**src/rtl/alu_share_ctrl_pkg.sv**
```systemverilog
// Shared types and constants for the two-requester mini-ALU controller.
package alu_ctrl_pkg;

   localparam int ALU_WIDTH = 6;
   localparam int ALU_FXN_W = 3;
   localparam int CNT_W     = 4;

   typedef enum logic [1:0] {
      IDLE  = 2'd0,
      ISSUE = 2'd1,
      RESP  = 2'd2
   } state_t;

   // The controller never decodes these; they are here for requesters and benches.
   localparam logic [ALU_FXN_W-1:0] FXN_AND = 3'b000;
   localparam logic [ALU_FXN_W-1:0] FXN_OR  = 3'b001;
   localparam logic [ALU_FXN_W-1:0] FXN_XOR = 3'b010;
   localparam logic [ALU_FXN_W-1:0] FXN_EQ  = 3'b011;
   localparam logic [ALU_FXN_W-1:0] FXN_LT  = 3'b100;

endpackage

```
**src/rtl/alu_share_ctrl_if.sv**
```systemverilog
// Request, response and ALU-side signals of the shared-ALU controller.
interface alu_share_ctrl_if #(
   parameter int WIDTH = 6,
   parameter int FXN_W = 3
);
   logic             req0_valid;
   logic             req0_ready;
   logic [WIDTH-1:0] req0_a;
   logic [WIDTH-1:0] req0_b;
   logic [FXN_W-1:0] req0_fxn;
   logic             req1_valid;
   logic             req1_ready;
   logic [WIDTH-1:0] req1_a;
   logic [WIDTH-1:0] req1_b;
   logic [FXN_W-1:0] req1_fxn;
   logic             rsp_valid;
   logic             rsp_ready;
   logic             rsp_id;
   logic             rsp_result;
   logic [WIDTH-1:0] alu_a;
   logic [WIDTH-1:0] alu_b;
   logic [FXN_W-1:0] alu_fxn;
   logic             alu_result;
   logic             busy;

   // Environment side: requesters, response consumer and the ALU itself.
   modport master (
      output req0_valid, req0_a, req0_b, req0_fxn,
      output req1_valid, req1_a, req1_b, req1_fxn,
      output rsp_ready, alu_result,
      input  req0_ready, req1_ready, rsp_valid, rsp_id, rsp_result,
      input  alu_a, alu_b, alu_fxn, busy
   );

   modport slave (
      input  req0_valid, req0_a, req0_b, req0_fxn,
      input  req1_valid, req1_a, req1_b, req1_fxn,
      input  rsp_ready, alu_result,
      output req0_ready, req1_ready, rsp_valid, rsp_id, rsp_result,
      output alu_a, alu_b, alu_fxn, busy
   );
endinterface

```
**src/rtl/alu_share_ctrl_rr_arb2.sv**
```systemverilog
// Two-way round-robin arbiter: on a tie, the requester that did not win last time wins.
// Purely combinational, zero latency; it never holds anything back itself.
module rr_arb2 (
   input  logic [1:0] valid,
   input  logic       last_grant,
   output logic       grant_valid,
   output logic       grant_id
);
   always_comb begin
      grant_valid = |valid;
      grant_id    = 1'b0;
      case (valid)
         2'b01:   grant_id = 1'b0;
         2'b10:   grant_id = 1'b1;
         2'b11:   grant_id = ~last_grant;
         default: grant_id = 1'b0;
      endcase
   end
endmodule

```
**src/rtl/alu_share_ctrl.sv**
```systemverilog
// Shares one mini ALU between two requesters; accept at T gives rsp_valid at T+WAIT_CYCLES+1.
// One op in flight; a stalled response channel holds the FSM in RESP and blocks all new grants.
module alu_share_ctrl
   import alu_ctrl_pkg::*;
#(
   parameter int WIDTH       = ALU_WIDTH,
   parameter int FXN_W       = ALU_FXN_W,
   parameter int WAIT_CYCLES = 1
) (
   input  logic              clk,
   input  logic              rst_n,
   alu_share_ctrl_if.slave   bus
);
   localparam logic [CNT_W-1:0] CNT_INIT = CNT_W'(WAIT_CYCLES - 1);

   state_t           state;
   logic [CNT_W-1:0] cnt;
   logic             last_grant;
   logic             grant_valid;
   logic             grant_id;
   logic             accept;

   rr_arb2 u_arb (
      .valid       ({bus.req1_valid, bus.req0_valid}),
      .last_grant  (last_grant),
      .grant_valid (grant_valid),
      .grant_id    (grant_id)
   );

   assign accept         = (state == IDLE) && grant_valid;
   assign bus.req0_ready = accept && !grant_id;
   assign bus.req1_ready = accept && grant_id;
   assign bus.busy       = (state != IDLE);

   always_ff @(posedge clk or negedge rst_n) begin
      if (!rst_n) begin
         state          <= IDLE;
         cnt            <= '0;
         last_grant     <= 1'b1;
         bus.rsp_valid  <= 1'b0;
         bus.rsp_id     <= 1'b0;
         bus.rsp_result <= 1'b0;
         bus.alu_a      <= '0;
         bus.alu_b      <= '0;
         bus.alu_fxn    <= '0;
      end else begin
         case (state)
            IDLE: begin
               if (accept) begin
                  bus.alu_a   <= grant_id ? bus.req1_a   : bus.req0_a;
                  bus.alu_b   <= grant_id ? bus.req1_b   : bus.req0_b;
                  bus.alu_fxn <= grant_id ? bus.req1_fxn : bus.req0_fxn;
                  bus.rsp_id  <= grant_id;
                  last_grant  <= grant_id;
                  cnt         <= CNT_INIT;
                  state       <= ISSUE;
               end
            end
            ISSUE: begin
               // Only the result present on the last settle cycle is trusted.
               if (cnt == '0) begin
                  bus.rsp_result <= bus.alu_result;
                  bus.rsp_valid  <= 1'b1;
                  state          <= RESP;
               end else begin
                  cnt <= cnt - 1'b1;
               end
            end
            RESP: begin
               if (bus.rsp_ready) begin
                  bus.rsp_valid <= 1'b0;
                  state         <= IDLE;
               end
            end
            default: state <= IDLE;
         endcase
      end
   end
endmodule
```
**src/flat_wrapper.sv**
```systemverilog
// flat-port wrapper written by rule: the top's interface ports become plain ports
module alu_share_ctrl_flat import alu_ctrl_pkg::*;
#(
   parameter int WIDTH       = ALU_WIDTH,
   parameter int FXN_W       = ALU_FXN_W,
   parameter int WAIT_CYCLES = 1
)
  (clk, rst_n, bus_req0_valid, bus_req0_a, bus_req0_b, bus_req0_fxn, bus_req1_valid, bus_req1_a, bus_req1_b, bus_req1_fxn, bus_rsp_ready, bus_alu_result, bus_req0_ready, bus_req1_ready, bus_rsp_valid, bus_rsp_id, bus_rsp_result, bus_alu_a, bus_alu_b, bus_alu_fxn, bus_busy);
  alu_share_ctrl_if #(.WIDTH(WIDTH), .FXN_W(FXN_W)) bus_i ();
  input  logic clk;
  input  logic rst_n;
  input wire logic [$bits(bus_i.req0_valid)-1:0] bus_req0_valid;
  input wire logic [$bits(bus_i.req0_a)-1:0] bus_req0_a;
  input wire logic [$bits(bus_i.req0_b)-1:0] bus_req0_b;
  input wire logic [$bits(bus_i.req0_fxn)-1:0] bus_req0_fxn;
  input wire logic [$bits(bus_i.req1_valid)-1:0] bus_req1_valid;
  input wire logic [$bits(bus_i.req1_a)-1:0] bus_req1_a;
  input wire logic [$bits(bus_i.req1_b)-1:0] bus_req1_b;
  input wire logic [$bits(bus_i.req1_fxn)-1:0] bus_req1_fxn;
  input wire logic [$bits(bus_i.rsp_ready)-1:0] bus_rsp_ready;
  input wire logic [$bits(bus_i.alu_result)-1:0] bus_alu_result;
  output wire logic [$bits(bus_i.req0_ready)-1:0] bus_req0_ready;
  output wire logic [$bits(bus_i.req1_ready)-1:0] bus_req1_ready;
  output wire logic [$bits(bus_i.rsp_valid)-1:0] bus_rsp_valid;
  output wire logic [$bits(bus_i.rsp_id)-1:0] bus_rsp_id;
  output wire logic [$bits(bus_i.rsp_result)-1:0] bus_rsp_result;
  output wire logic [$bits(bus_i.alu_a)-1:0] bus_alu_a;
  output wire logic [$bits(bus_i.alu_b)-1:0] bus_alu_b;
  output wire logic [$bits(bus_i.alu_fxn)-1:0] bus_alu_fxn;
  output wire logic [$bits(bus_i.busy)-1:0] bus_busy;
  assign bus_i.req0_valid = bus_req0_valid;
  assign bus_i.req0_a = bus_req0_a;
  assign bus_i.req0_b = bus_req0_b;
  assign bus_i.req0_fxn = bus_req0_fxn;
  assign bus_i.req1_valid = bus_req1_valid;
  assign bus_i.req1_a = bus_req1_a;
  assign bus_i.req1_b = bus_req1_b;
  assign bus_i.req1_fxn = bus_req1_fxn;
  assign bus_i.rsp_ready = bus_rsp_ready;
  assign bus_i.alu_result = bus_alu_result;
  assign bus_req0_ready = bus_i.req0_ready;
  assign bus_req1_ready = bus_i.req1_ready;
  assign bus_rsp_valid = bus_i.rsp_valid;
  assign bus_rsp_id = bus_i.rsp_id;
  assign bus_rsp_result = bus_i.rsp_result;
  assign bus_alu_a = bus_i.alu_a;
  assign bus_alu_b = bus_i.alu_b;
  assign bus_alu_fxn = bus_i.alu_fxn;
  assign bus_busy = bus_i.busy;
  alu_share_ctrl #(.WIDTH(WIDTH), .FXN_W(FXN_W), .WAIT_CYCLES(WAIT_CYCLES)) u_core (.clk(clk), .rst_n(rst_n), .bus(bus_i));
endmodule
```
**config.mk**
```make
export PLATFORM = sky130hd
export DESIGN_NAME = alu_share_ctrl_flat
export DESIGN_NICKNAME = d
export VERILOG_FILES = /design/src/rtl/alu_share_ctrl_pkg.sv /design/src/rtl/alu_share_ctrl_if.sv /design/src/rtl/alu_share_ctrl_rr_arb2.sv /design/src/rtl/alu_share_ctrl.sv /design/src/flat_wrapper.sv
export SDC_FILE = /design/constraint.sdc
export NUM_CORES = 1
export LEC_CHECK = 0
export CAP_MARGIN = 20
export CELL_PAD_IN_SITES_DETAIL_PLACEMENT = 0
export CELL_PAD_IN_SITES_GLOBAL_PLACEMENT = 1
export CORE_MARGIN = 3
export CORE_UTILIZATION = 33
export CTS_CLUSTER_SIZE = 20
export DETAILED_ROUTE_END_ITERATION = 10
export GPL_TIMING_DRIVEN = 0
export PLACE_DENSITY = 0.84
export SKIP_LAST_GASP = 1
export SLEW_MARGIN = 20
export SYNTH_ARGS = -nofsm -noshare
export SYNTH_HDL_FRONTEND = slang
export SYNTH_SLANG_ARGS = --single-unit
export TNS_END_PERCENT = 1
```
**constraint.sdc**
```tcl
create_clock -name clk -period 2.3 [get_ports clk]
set_clock_uncertainty 0.15 [all_clocks]
set_input_delay 0.345 -clock clk [delete_from_list [all_inputs] [get_ports clk]]
set_output_delay 0.345 -clock clk [all_outputs]
set_load 0.02 [all_outputs]
```
# Word level (Yosys, flattened, before mapping)
# Cells that the tools add are included.
[totals]
n_memories = 0
regBits = 25
elab_cells = 48
inputBits = 36
latch_bits = 0
mem_bits_ro = 0
ramBits = 0
[classes]
reduce_logical = 15
div_mod_pow = 0
n_shift = 0
muxes = 14
bitwise = 1
magnitude_cmp = 0
multipliers = 0
add_sub_neg = 1
eq_ne = 8
[ops]
columns = ["cell", "count"]
rows = [
  ["$mux W6", 2],
  ["$reduce_and A3 Y1", 3],
  ["$mux W4", 2],
  ["$pmux W4 S2", 1],
  ["$eq A2 B2 Y1 const B", 3],
  ["$mux W2", 3],
  ["$pmux W2 S3", 1],
  ["$reduce_bool A2 Y1", 3],
  ["$logic_not A4 Y1", 1],
  ["$ne A2 B1 Y1 const B", 2],
  ["$ne A2 B2 Y1 const B", 2],
  ["$pmux W1 S2", 2],
  ["$reduce_and A2 Y1", 2],
  ["$sub A4 B1 Y4 const B", 1],
  ["$logic_and A1 B1 Y1", 3],
  ["$mux W3", 1],
  ["$eq A2 B1 Y1 const B", 1],
  ["$logic_not A2 Y1", 1],
  ["$mux W1", 2],
  ["$reduce_or A2 Y1", 1],
  ["$logic_not A1 Y1", 1],
  ["$not A1 Y1", 1],
]

# Depth between registers and ports, before layout
# Gate-level depths: netlist of run 1.
[depth]
word_depth = 4
ltp_mapped = 6
mapped_depth_nobuf = 5

# Modules after synthesis
# A second synthesis of run 1 with hierarchy kept.
[unflattened]
hier_cells = 119
hier_area_um2 = 1229.9
[modules_own_cells]
columns = ["mod", "seq_area_each_um2", "cells_per_inst", "n_inst", "area_per_inst_um2"]
rows = [
  ["alu_share_ctrl", 626.9, 117, 1, 1216.2],
  ["rr_arb2", 0.0, 2, 1, 13.8],
]

# Worst setup path after synthesis of run 1
# No wires, ideal clock.
[synth_timing]
kind = "reg2out"
from = "register u_core.state[0]"
to = "output port bus_req1_ready"
t_arrival_ps = 1148
stages_incl_launch_ff = 5
setup_slack_ps = 657
t_required_ps = 1805
path_cell_list = "dfrtp_1 -> buf_6 -> nor2_4 -> clkbuf_1 -> and2_1"
[synth_via]
elab_chain_cells = 3
[synth_lines]
columns = ["element", "line_no", "text"]
rows = [
  ["from (decl)", "alu_share_ctrl.sv:16", "state_t state;"],
  ["from (signal assigned)", "alu_share_ctrl.sv:37", "state <= IDLE;"],
  ["from (signal assigned)", "alu_share_ctrl.sv:56", "state <= ISSUE;"],
  ["from (signal assigned)", "alu_share_ctrl.sv:64", "state <= RESP;"],
  ["$logic_not A2 Y1", "alu_share_ctrl.sv:30", "assign accept = (state == IDLE) && grant_valid;"],
  ["$logic_and A1 B1 Y1", "alu_share_ctrl.sv:30", ""],
  ["$logic_and A1 B1 Y1", "alu_share_ctrl.sv:32", "assign bus.req1_ready = accept && grant_id;"],
  ["to (decl)", "flat_wrapper.sv:23", "output wire logic [$bits(bus_i.req1_ready)-1:0] bus_req1_ready;"],
]
# No other way between the ends.

# Worst setup path in the final report of run 1
[layout_timing]
from = "register u_core.state[1]"
to = "output port bus_busy"
[layout_via]
elab_chain_cells = 1
[layout_lines]
columns = ["element", "line_no", "text"]
rows = [
  ["$reduce_bool A2 Y1", "alu_share_ctrl.sv:33", "assign bus.busy = (state != IDLE);"],
  ["to (decl)", "flat_wrapper.sv:30", "output wire logic [$bits(bus_i.busy)-1:0] bus_busy;"],
]
# No other way between the ends.

==> reports/results.md, run 1 <==
| Quantity | Reported |
|---|---|
| GRT Util Overall | 14.8% |
| Number of global-route vias before repair | 1055 |
| Post-synthesis instance area | 1210 um2 |
| Clock Root Buffer | sky130_fd_sc_hd__clkbuf_8 |
| Cell area reported after detailed placement | 1850 um2 |
| Routed wirelength normalized by instance count | 14.9 um |
| Adder-cell share of the synthesized area | 1.03% |
| Detailed placement HPWL | 2.41 mm |
| Final Max Tran Viols | 0 |
| Number of sinks on the clock net | 25 |
| Hold-fix buffers at CTS | 0 |
| Weighted congestion reported at the end of routability-driven placement | 0.866 |
| Worst Path Max Fanout | 10 |
| Flip-flop and latch count after synthesis | 25 |
| First-pass GRT wire length | 5.04 mm |
| Kind of path behind the tightest hold check | in2async |
| Number of antenna diodes | 0 |
| Leak pwr | 0.858 nW |
| Share of the clock period used by the worst path | 97.0% |
| Sort of element at the start of the critical path | register |
| Floorplan Core Area | 3440 um2 |
| Data arrival time at the worst-slack endpoint | 1.74 ns |
| Compound-cell area share of the yosys netlist | 21.6% |
| Clock Pin Slew Worst Setup and Hold Paths | 0.08 ns |
| Most common library cell in the layout ignoring fill and taps | sky130_fd_sc_hd__clkdlybuf4s50_1 |
| Placement Rows | 21 |
| Die Span X | 66.6 um |
| Post-Synthesis Cells | 99 |
| Min cycle time layout | 2.23 ns |
| Endpoints failing setup | 0 |
| Antenna violations before repair | 0 |
| Unique cell type count in the Yosys netlist | 37 |
| Clock network latency to the later pin of the worst-skew pair | 0.26 ns |
| Maximum capacitance violations | 0 |
| DRT antenna net count | 0 |
| Detailed Route Iter0 Violations | 77 |
| Design Area, Final | 1920 um2 |
| Via Count | 1069 |
| I/O Buffers | 56 |
| Post-DR vias/cell | 5.14 |
| Maximum clock frequency | 448 MHz |
| Portion of netlist area occupied by mux cells | 0.929% |
| Number of cells in the design after placement | 202 |
| Drt drc | 0 |
| Number of detailed-routing iterations run before antenna repair | 4 |
| Reg-to-reg setup timing slack | 0.59 ns |
| Result of the run | finished, final reports clean |
| Combinational family with the most area after synthesis | compound AO/OA/AOI/OAI gates |
| Max Buffers Root-to-Sink | 2 |
| Kind of critical path | reg2out |
| Total number of yosys warnings | 0 |
| RSZ-0062 raised after global routing | yes |
| Final-layout fill cell count | 313 |
| Post-synthesis xor/xnor area fraction | 0% |
| Net count after synthesis | 136 |
| CTS tree | done |
| Power Dens Cells | 1270 nW/um2 |
| Maximum level of the CTS H-tree | 1 |
| Global route total overflow | 0 |
| Share of post-route cells with drive strength above 1 | 25.9% |
| Max_slew headroom | 68.8% |
| CTS Buf Count | 3 |
| Final cell count without fillers | 208 |
| Worst hold margin | 0.249 ns |
| Crit end category | primary output |
| WP data required | 1.80 ns |
| Layout-stage area growth over the synthesis result | 58.2% |
| Post-layout worst setup margin | 0.0687 ns |
| Top library cells by usage in the layout, fill and taps aside | 53 x sky130_fd_sc_hd__clkdlybuf4s50_1, 23 x sky130_fd_sc_hd__dfrtp_1, 15 x sky130_fd_sc_hd__and3_2 |
| Final setup TNS | 0 ns |
| Mean Syn Cell Area | 12.2 um2 |
| Worst-Margin Slew | 0.466 ns |
| Register area share after synthesis | 51.7% |
| Maximum number of pins on one net before global-route repair | 17 |
| Die Y | 66.6 um |
| Io pins | 57 |
| Floorplan die area | 4440 um2 |
| Final Hold Violating Endpoints | 0 |
| Placement-stage worst setup slack | -0.629 ns |
| Initial core utilization | 35.2% |
| Total wirelength of the detailed-routed design | 3.11 mm |
| Number of nets at the end of the flow | 200 |
| Area share of and/or/nand/nor cells after synthesis | 18.3% |
| Worst vdd ir | 0.000673 V |
-- state kept, by name (all words and copies together), names as in the netlist --
register               flops
u_core.bus.alu_fxn         3
u_core.bus.alu_b           6
u_core.cnt                 4
u_core.bus.alu_a           6
u_core.bus.rsp_id          1
u_core.last_grant          1
u_core.bus.rsp_valid       1
u_core.state               2
u_core.bus.rsp_result      1
-- worst max-delay path, stage by stage, from the launching register on --
cell and delay, ns:
sky130_fd_sc_hd__dfrtp_2 0.48, sky130_fd_sc_hd__nor2_4 0.20, sky130_fd_sc_hd__clkbuf_4 0.22, sky130_fd_sc_hd__inv_1 0.05
sky130_fd_sc_hd__clkdlybuf4s50_1 0.53
-- kinds of logic after synthesis --
group / after synthesis
simple gates: 31
mux: 1
compound gates: 30
buf+inv: 11
fa+ha+maj: 1
flops: 25
-- worst paths after layout --
kind | from | endpoint | cells after the start
max in group asynchronous | rst_n | u_core.last_grant$_DFFE_PN1P_ | 2
min in group clk | u_core.bus.rsp_result$_DFFE_PN0P_ | u_core.bus.rsp_result$_DFFE_PN0P_ | 1
min reg2reg | u_core.bus.rsp_result$_DFFE_PN0P_ | u_core.bus.rsp_result$_DFFE_PN0P_ | 1
max | u_core.state[1]$_DFFE_PN0P_ | bus_busy | 4
max reg2reg | u_core.cnt[0]$_DFFE_PN0P_ | u_core.bus.rsp_result$_DFFE_PN0P_ | 5
min | rst_n | u_core.bus.rsp_result$_DFFE_PN0P_ | 1
-- stage by stage --
stage               power (mW)  utilization (%)
floorplan                 1.59                -
global placement          2.12             53.2
detailed placement        2.16             53.6
CTS                       2.42             55.2
global route              2.61             55.7
finish                    2.43             55.7
-- routing by layer --
metal | vias up | wire length [um] | GRT usage [%]
li1 | 509 | - | -
met1 | 524 | 1410 | 19.9
met2 | 36 | 1540 | 23.9
met3 | 0 | 162 | 4.38
met4 | 0 | 0 | 2.28
met5 | - | 0 | 0
-- synth_stat cells, drive strengths merged --
| master | n | share of area (%) |
|---|---|---|
| dfrtp | 24 | 50 |
| and3 | 16 | 9.8 |
| a221o | 15 | 13 |
| inv | 5 | 1.5 |
| buf | 4 | 4.0 |
| o21ai | 4 | 2.0 |
| a21boi | 2 | 1.2 |
| a21o | 2 | 1.2 |
| a21oi | 2 | 0.83 |
| clkbuf | 2 | 0.93 |
| nand2 | 2 | 0.62 |
| nand2b | 2 | 1.2 |
| nor2 | 2 | 1.2 |
| or3 | 2 | 1.0 |
| a211oi | 1 | 0.62 |
| a311o | 1 | 0.83 |
| and2 | 1 | 0.52 |
| and2b | 1 | 0.72 |
| dfstp | 1 | 2.2 |
| ha | 1 | 1.0 |
| mux2 | 1 | 0.93 |
| nand3 | 1 | 0.41 |
| nand4b | 1 | 0.72 |
| nor3 | 1 | 0.41 |
| nor3b | 1 | 1.0 |
| nor4 | 1 | 0.52 |
| o21a | 1 | 0.62 |
| o311ai | 1 | 0.72 |
| o31ai | 1 | 0.62 |
-- cell type report --
class | count | area, um2 | area share [%]
timing repair buffer | 59 | 587 | 30.6
buffer | 6 | 63.8 | 3.33
clock buffer | 4 | 45.0 | 2.35
sequential | 25 | 628 | 32.7
inverter | 5 | 18.8 | 0.978
tap | 46 | 57.6 | 3.00
multi-input combinational | 63 | 518 | 27.0
-- what timing repair did --
action,CTS,global route
buffers inserted,0,2
pin swaps,0,1
gates cloned,0,0
gates resized for setup,4,9
endpoints found under the setup margin,3,3
-- where the power goes --
group / total (mW) / leakage, nW / switching [mW] / internal (mW)
sequential: 0.808 / 0.308 / 0.149 / 0.658
combinational: 1.37 / 0.528 / 0.646 / 0.728
clock: 0.249 / 0.0228 / 0.125 / 0.124
total: 2.43 / 0.858 / 0.921 / 1.51
No activity file was read; power rests on OpenSTA's default activity.
==> inputs of run 2 (changes only) <==
--- a/config.mk
+++ b/config.mk
@@ -14,9 +14,9 @@
 export DETAILED_ROUTE_END_ITERATION = 10
 export GPL_TIMING_DRIVEN = 0
 export PLACE_DENSITY = 0.84
+export SETUP_SLACK_MARGIN = 0.5
 export SKIP_LAST_GASP = 1
 export SLEW_MARGIN = 20
 export SYNTH_ARGS = -nofsm -noshare
 export SYNTH_HDL_FRONTEND = slang
 export SYNTH_SLANG_ARGS = --single-unit
-export TNS_END_PERCENT = 1
==> run 2 against run 1 <==
Total power increased by 12%. Clock-buffer cell count unchanged. Cell area increased by 8.1%. Critical path depth increased by 1. Core utilization increased by 4.5 points. Highest routed layer unchanged. Largest cell class unchanged. Final cell count increased by 6.3%. First-iteration DRC count increased by 14%. Clock power increased by 3%. Worst setup slack improved by 0.32 ns.
==> reports/results.md, run 2 (same netlist as run 1, synthesis figures left out) <==
| Quantity | Reported | vs previous |
|---|---|---|
| Via Count | 1141 | +6.7% |
| Antenna violations before repair | 0 | unchanged |
| Cell area reported after detailed placement | 1850 um2 | unchanged |
| Top library cells by usage in the layout, fill and taps aside | 50 x sky130_fd_sc_hd__clkdlybuf4s50_1, 23 x sky130_fd_sc_hd__dfrtp_1, 15 x sky130_fd_sc_hd__and3_2 |  |
| End of the worst register-to-register path | u_core.bus.alu_a[0]$_DFFE_PN0P_ |  |
| Floorplan Core Area | 3440 um2 | unchanged |
| Launch point of the worst reg-to-reg path | u_core.state[0]$_DFFE_PN0P_ |  |
| Floorplan die area | 4440 um2 | unchanged |
| Worst-Margin Slew | 0.487 ns | +0.0215 ns |
| Maximum number of pins on one net before global-route repair | 17 | unchanged |
| Number of nets at the end of the flow | 213 | +6.5% |
| First-pass GRT wire length | 5.59 mm | +11% |
| GR peak layer | met2 |  |
| Top Registers | u_core.bus.alu_a (6), u_core.bus.alu_b (6), u_core.cnt (4) |  |
| Final Hold Violating Endpoints | 0 | unchanged |
| RSZ-0062 raised after global routing | yes |  |
| Data arrival time at the worst-slack endpoint | 1.42 ns | -0.32 ns |
| Number of cells traversed by the worst register-to-register path | 8 | +3 |
| Initial core utilization | 35.2% | unchanged |
| Design Area, Final | 2070 um2 | +8.1% |
| Number of sinks on the clock net | 25 | unchanged |
| Clock Root Buffer | sky130_fd_sc_hd__clkbuf_8 |  |
| Hold-fix buffers at CTS | 0 | unchanged |
| Final Max Tran Viols | 0 | unchanged |
| Result of the run | finished, final reports clean |  |
| Layout-stage area growth over the synthesis result | 71.0% |  |
| Drt drc | 0 | unchanged |
| Max_slew headroom | 67.5% | -1.3 points |
| Die Span X | 66.6 um | unchanged |
| Die Y | 66.6 um | unchanged |
| WP data required | 1.80 ns | about the same |
| Routing usage on met2 | 28.3% | +4.5 points |
| Number of detailed-routing iterations run before antenna repair | 4 | unchanged |
| CTS Buf Count | 3 | unchanged |
| GR met1 Demand/Resource | 21.8% | +1.9 points |
| Kind of path behind the tightest hold check | in2async |  |
| Routed wirelength normalized by instance count | 16.0 um | +7.1% |
| Min cycle time layout | 1.91 ns | -0.317 ns |
| Worst vdd ir | 0.000687 V | +2.1% |
| Maximum level of the CTS H-tree | 1 | unchanged |
| Detailed placement HPWL | 2.41 mm | unchanged |
| Kind of critical path | reg2out |  |
| Number of antenna diodes | 0 | unchanged |
| CTS tree | done |  |
| GRT Util Overall | 16.7% | +1.9 points |
| Placement Rows | 21 | unchanged |
| Endpoints failing setup | 0 | unchanged |
| Leak pwr | 0.943 nW | +9.9% |
| Number of global-route vias before repair | 1143 | +8.3% |
| Io pins | 57 | unchanged |
| Maximum clock frequency | 522 MHz | +17% |
| Weighted congestion reported at the end of routability-driven placement | 0.866 | unchanged |
| Final total power | 2.71 mW | +12% |
| Worst Path Max Fanout | 3 | -7 |
| Total wirelength of the detailed-routed design | 3.53 mm | +14% |
| Global-route met3 utilization | 4.22% | -0.17 points |
| Maximum capacitance violations | 0 | unchanged |
| Clock Pin Slew Worst Setup and Hold Paths | 0.08 ns | about the same |
| Crit end category | primary output |  |
| Share of post-route cells with drive strength above 1 | 34.3% | +8.4 points |
| Max Buffers Root-to-Sink | 2 | unchanged |
| Worst hold margin | 0.246 ns | -0.00303 ns |
| Power Dens Cells | 1310 nW/um2 | +3.2% |
| Global route total overflow | 0 | unchanged |
| Share of the clock period used by the worst path | 83.2% | -14 points |
| Clock network latency to the later pin of the worst-skew pair | 0.26 ns | about the same |
| Sort of element at the start of the critical path | register |  |
| Detailed Route Iter0 Violations | 88 | +14% |
| Most common library cell in the layout ignoring fill and taps | sky130_fd_sc_hd__clkdlybuf4s50_1 |  |
| I/O Buffers | 56 | unchanged |
| Post-DR vias/cell | 5.16 | +0.46% |
| Reg-to-reg setup timing slack | 0.54 ns | -0.05 ns |
| DRT antenna net count | 0 | unchanged |
run 2: cell count changes in the layout (fill, tap and decap cells not counted), sizes merged:
cell and delta:
buf +16, clkbuf -1, clkdlybuf4s50 -3, dlygate4sd2 +1
run 2: area by class of cell:
cell class / count / area [um2]
plain buffers: 6 / 77.6
clock buffers: 4 / 45.0
fillers: 288 / 1370
inverters: 5 / 21.3
multi-input cells: 63 / 532
flip-flops and latches: 25 / 628
well taps: 46 / 57.6
repair buffers: 72 / 712
run 2: worst max-delay path by stage:
stage	startpoint	to	slack, ns
CTS	u_core.last_grant$_DFFE_PN1P_	bus_req1_ready	0.40
finish	u_core.last_grant$_DFFE_PN1P_	bus_req1_ready	0.39
detailed placement	bus_req1_valid	bus_req1_ready	-0.63
global route	u_core.last_grant$_DFFE_PN1P_	bus_req0_ready	0.33
floorplan	u_core.state[0]$_DFFE_PN0P_	bus_req1_ready	0.66
global placement	bus_req1_valid	bus_req1_ready	-0.61
run 2: routing by layer:
layer | part of all wire (%) | vias to the layer above | routed length (um)
met3 | 5.1 | 0 | 182
met5 | 0 | - | 0
met4 | 0 | 0 | 0
li1 | - | 536 | -
met2 | 53 | 42 | 1860
met1 | 42 | 563 | 1490
run 2: critical path, cell delays in order, from the launching register on:
cell and delay (ns):
sky130_fd_sc_hd__dfstp_2 0.56, sky130_fd_sc_hd__buf_6 0.11, sky130_fd_sc_hd__a21boi_4 0.06, sky130_fd_sc_hd__clkbuf_8 0.15, sky130_fd_sc_hd__and2_4 0.16, sky130_fd_sc_hd__buf_6 0.12
run 2: stage by stage:
| stage | setup slack (ns) | TNS, ns | util (%) | std cells |
|---|---|---|---|---|
| global route | 0.329 | 0 | 60.2 | 221 |
| global placement | -0.611 | -0.756 | 53.2 | 201 |
| detailed placement | -0.629 | -0.772 | 53.6 | 202 |
| floorplan | 0.657 | 0 | - | 99 |
| finish | 0.386 | 0 | 60.2 | 221 |
| CTS | 0.397 | 0 | 59.0 | 218 |
run 2: repair_timing:
action	in CTS	in global routing
buffers inserted	12	3
gates cloned	0	0
endpoints found under the setup margin	14	8
pin swaps	1	1
resized for setup	29	7
run 2: power by group:
| group | switching (mW) | total (mW) | internal [mW] |
|---|---|---|---|
| combinational | 0.730 | 1.65 | 0.924 |
| sequential | 0.145 | 0.803 | 0.658 |
| clock | 0.132 | 0.256 | 0.124 |
| total | 1.01 | 2.71 | 1.71 |
==> inputs of run 3 (changes only) <==
--- a/config.mk
+++ b/config.mk
@@ -9,11 +9,11 @@
 export CELL_PAD_IN_SITES_DETAIL_PLACEMENT = 0
 export CELL_PAD_IN_SITES_GLOBAL_PLACEMENT = 1
 export CORE_MARGIN = 3
-export CORE_UTILIZATION = 33
+export CORE_UTILIZATION = 30
 export CTS_CLUSTER_SIZE = 20
 export DETAILED_ROUTE_END_ITERATION = 10
 export GPL_TIMING_DRIVEN = 0
-export PLACE_DENSITY = 0.84
+export PLACE_DENSITY = 0.78
 export SETUP_SLACK_MARGIN = 0.5
 export SKIP_LAST_GASP = 1
 export SLEW_MARGIN = 20
==> constraint.sdc (replaced) <==
create_clock -name clk -period 1.9 [get_ports clk]
set_clock_uncertainty 0.15 [all_clocks]
set_input_delay 0.285 -clock clk [delete_from_list [all_inputs] [get_ports clk]]
set_output_delay 0.285 -clock clk [all_outputs]
set_load 0.02 [all_outputs]
==> run 3 against run 2 <==
Clock-buffer cell count unchanged. Combinational power is 21% higher. Core utilization shrank 5.7 points. Wire length increased by 2.3%. First-iteration DRC count is 75% lower. Largest power group unchanged. Flip-flop and latch count unchanged. Final cell count rose by 2.3%. Total power is 22% higher. Critical path type unchanged.
==> reports/results.md, run 3 (same netlist as run 1, synthesis figures left out) <==
| Quantity | Reported | vs previous |
|---|---|---|
| WP data required | 1.46 ns | -0.34 ns |
| CTS Buf Count | 3 | unchanged |
| RSZ-0062 raised after global routing | yes |  |
| Global route total overflow | 0 | unchanged |
| Number of detailed-routing iterations run before antenna repair | 4 | unchanged |
| Clock network latency to the later pin of the worst-skew pair | 0.27 ns | about the same |
| Worst-Margin Slew | 0.586 ns | +0.0985 ns |
| Data arrival time at the worst-slack endpoint | 1.40 ns | -0.02 ns |
| Placement Rows | 22 | +4.8% |
| Weighted congestion reported at the end of routability-driven placement | 0.724 | -16% |
| Final total power | 3.30 mW | +22% |
| Final Hold Violating Endpoints | 0 | unchanged |
| Die Span X | 69.6 um | +4.4% |
| Number of cells in the design after placement | 203 | +0.50% |
| Clock Root Buffer | sky130_fd_sc_hd__clkbuf_8 |  |
| Max Buffers Root-to-Sink | 2 | unchanged |
| Share of post-route cells with drive strength above 1 | 49.4% | +15 points |
| Kind of critical path | reg2out |  |
| Total wirelength of the detailed-routed design | 3.62 mm | +2.3% |
| Maximum capacitance violations | 0 | unchanged |
| Maximum clock frequency | 544 MHz |  |
| Final Max Tran Viols | 0 | unchanged |
| Switching pwr | 1.30 mW | +29% |
| CTS tree | done |  |
| Number of antenna diodes | 0 | unchanged |
| Share of the clock period used by the worst path | 96.7% |  |
| Routed wirelength normalized by instance count | 16.0 um | about the same |
| Final cell count without fillers | 226 | +2.3% |
| Placement-stage worst setup slack | -0.763 ns | -0.134 ns |
| First-pass GRT wire length | 5.89 mm | +5.3% |
| Switching Share | 39.3% | +2.2 points |
| Maximum number of pins on one net before global-route repair | 26 | +9 |
| Maximum level of the CTS H-tree | 1 | unchanged |
| Die Y | 69.6 um | +4.4% |
| P_int | 2.00 mW | +17% |
| Number of sinks on the clock net | 25 | unchanged |
| Clk pwr share | 9.6% | +0.2 points |
| Crit end category | primary output |  |
| Via Count | 1170 | +2.5% |
| Result of the run | finished, final reports clean |  |
| Clock Pin Slew Worst Setup and Hold Paths | 0.09 ns | about the same |
| Initial core utilization | 32.1% | -3.1 points |
| Io pins | 57 | unchanged |
| Sort of element at the start of the critical path | register |  |
| Antenna violations before repair | 0 | unchanged |
| Top Registers | u_core.bus.alu_a (6), u_core.bus.alu_b (6), u_core.cnt (4) |  |
| Power Dens Cells | 1610 nW/um2 | +23% |
| Floorplan Core Area | 3770 um2 | +9.6% |
| Layout-stage area growth over the synthesis result | 69.6% |  |
| Detailed placement HPWL | 2.47 mm | +2.4% |
| I/O Buffers | 56 | unchanged |
| Top library cells by usage in the layout, fill and taps aside | 32 x sky130_fd_sc_hd__clkdlybuf4s50_1, 23 x sky130_fd_sc_hd__dfrtp_1, 15 x sky130_fd_sc_hd__and3_2 |  |
| Detailed Route Iter0 Violations | 22 | -75% |
| Worst hold margin | 0.340 ns | +0.0937 ns |
| Worst Path Max Fanout | 3 | unchanged |
| Worst vdd ir | 0.000697 V | +1.5% |
| Min cycle time layout | 1.84 ns |  |
| Number of global-route vias before repair | 1303 | +14% |
| DRT antenna net count | 0 | unchanged |
| Post-DR vias/cell | 5.18 | +0.27% |
| Floorplan die area | 4840 um2 | +9.1% |
| Leak pwr | 0.957 nW | +1.6% |
| Proportion of power drawn by flip-flops and latches | 29.7% | about the same |
| Kind of path behind the tightest hold check | reg2reg |  |
| Post-layout worst setup margin | 0.0626 ns | -0.323 ns |
| Number of nets at the end of the flow | 216 | +1.4% |
| GRT Util Overall | 14.9% | -1.8 points |
| Most common library cell in the layout ignoring fill and taps | sky130_fd_sc_hd__clkdlybuf4s50_1 |  |
| Combinational share of power | 60.7% | -0.3 points |
| Drt drc | 0 | unchanged |
| Max_slew headroom | 60.9% | -6.6 points |
| Endpoints failing setup | 0 | unchanged |
## run 3: cell types whose count changed in the layout (fill, tap and decap cells not counted), sizes merged
cell           previous run  this run
buf                      24        33
clkbuf                    5        14
clkdlybuf4s15             0         3
clkdlybuf4s50            50        32
dlygate4sd3               0         1
dlymetal6s2s              1         0
## run 3: power groups by stage
stage | Combinational, mW | Sequential, mW | Clock (mW)
2_1_floorplan | 0.782 | 1.18 | 0
3_3_place_gp | 1.65 | 0.970 | 0
3_5_place_dp | 1.69 | 0.982 | 0
4_1_cts | 1.96 | 0.986 | 0.323
5_1_grt | 2.15 | 1.01 | 0.353
6_report | 2.00 | 0.980 | 0.318
## run 3: worst paths after layout
path	startpoint	endpoint	slack, ns	depth (start not counted)
setup reg to reg	u_core.state[1]$_DFFE_PN0P_	u_core.bus.alu_fxn[0]$_DFFE_PN0P_	0.18	5
hold / removal	u_core.bus.rsp_id$_DFFE_PN0P_	u_core.bus.rsp_id$_DFFE_PN0P_	0.34	1
max in group asynchronous	rst_n	u_core.state[1]$_DFFE_PN0P_	0.79	2
setup / recovery	u_core.last_grant$_DFFE_PN1P_	bus_req0_ready	0.06	5
hold reg to reg	u_core.bus.rsp_id$_DFFE_PN0P_	u_core.bus.rsp_id$_DFFE_PN0P_	0.34	1
min in group asynchronous	rst_n	u_core.bus.rsp_result$_DFFE_PN0P_	0.39	2
## run 3: critical path, stage by stage, from the launching register on
cell                       delay, ns
sky130_fd_sc_hd__dfstp_2        0.57
sky130_fd_sc_hd__nand2b_2       0.12
sky130_fd_sc_hd__and3_4         0.17
sky130_fd_sc_hd__buf_6          0.09
sky130_fd_sc_hd__buf_8          0.09
sky130_fd_sc_hd__buf_6          0.10
## run 3: layout make-up
type,count,area [um2]
clock buffer,4,45.0
buffer,6,78.8
sequential,25,628
fill,318,1720
multi-input combinational,63,574
inverter,5,21.3
timing repair buffer,75,648
tap,48,60.1
## run 3: routing by layer
layer / wire, um / track usage (%)
met5: 0 / 0
met1: 1540 / 18.0
met3: 220 / 3.48
met4: 45 / 5.21
met2: 1810 / 25.8
## run 3: through the flow
step                      utilization (%)  cell area, um2  TNS (ns)
after floorplan                         -            1230         0
after global placement               49.2            1860     -1.73
after detailed placement             49.1            1850     -2.07
after CTS                            54.8            2070         0
after global routing                 54.5            2060         0
final                                54.5            2060         0
## run 3: timing repair
action	in CTS	in global routing
hold buffers	1	0
cloned	0	0
endpoints found under the hold margin	24	0
pin swaps	7	6
buffers inserted	12	6
gates resized for setup	80	22
setup endpoints to repair	46	43
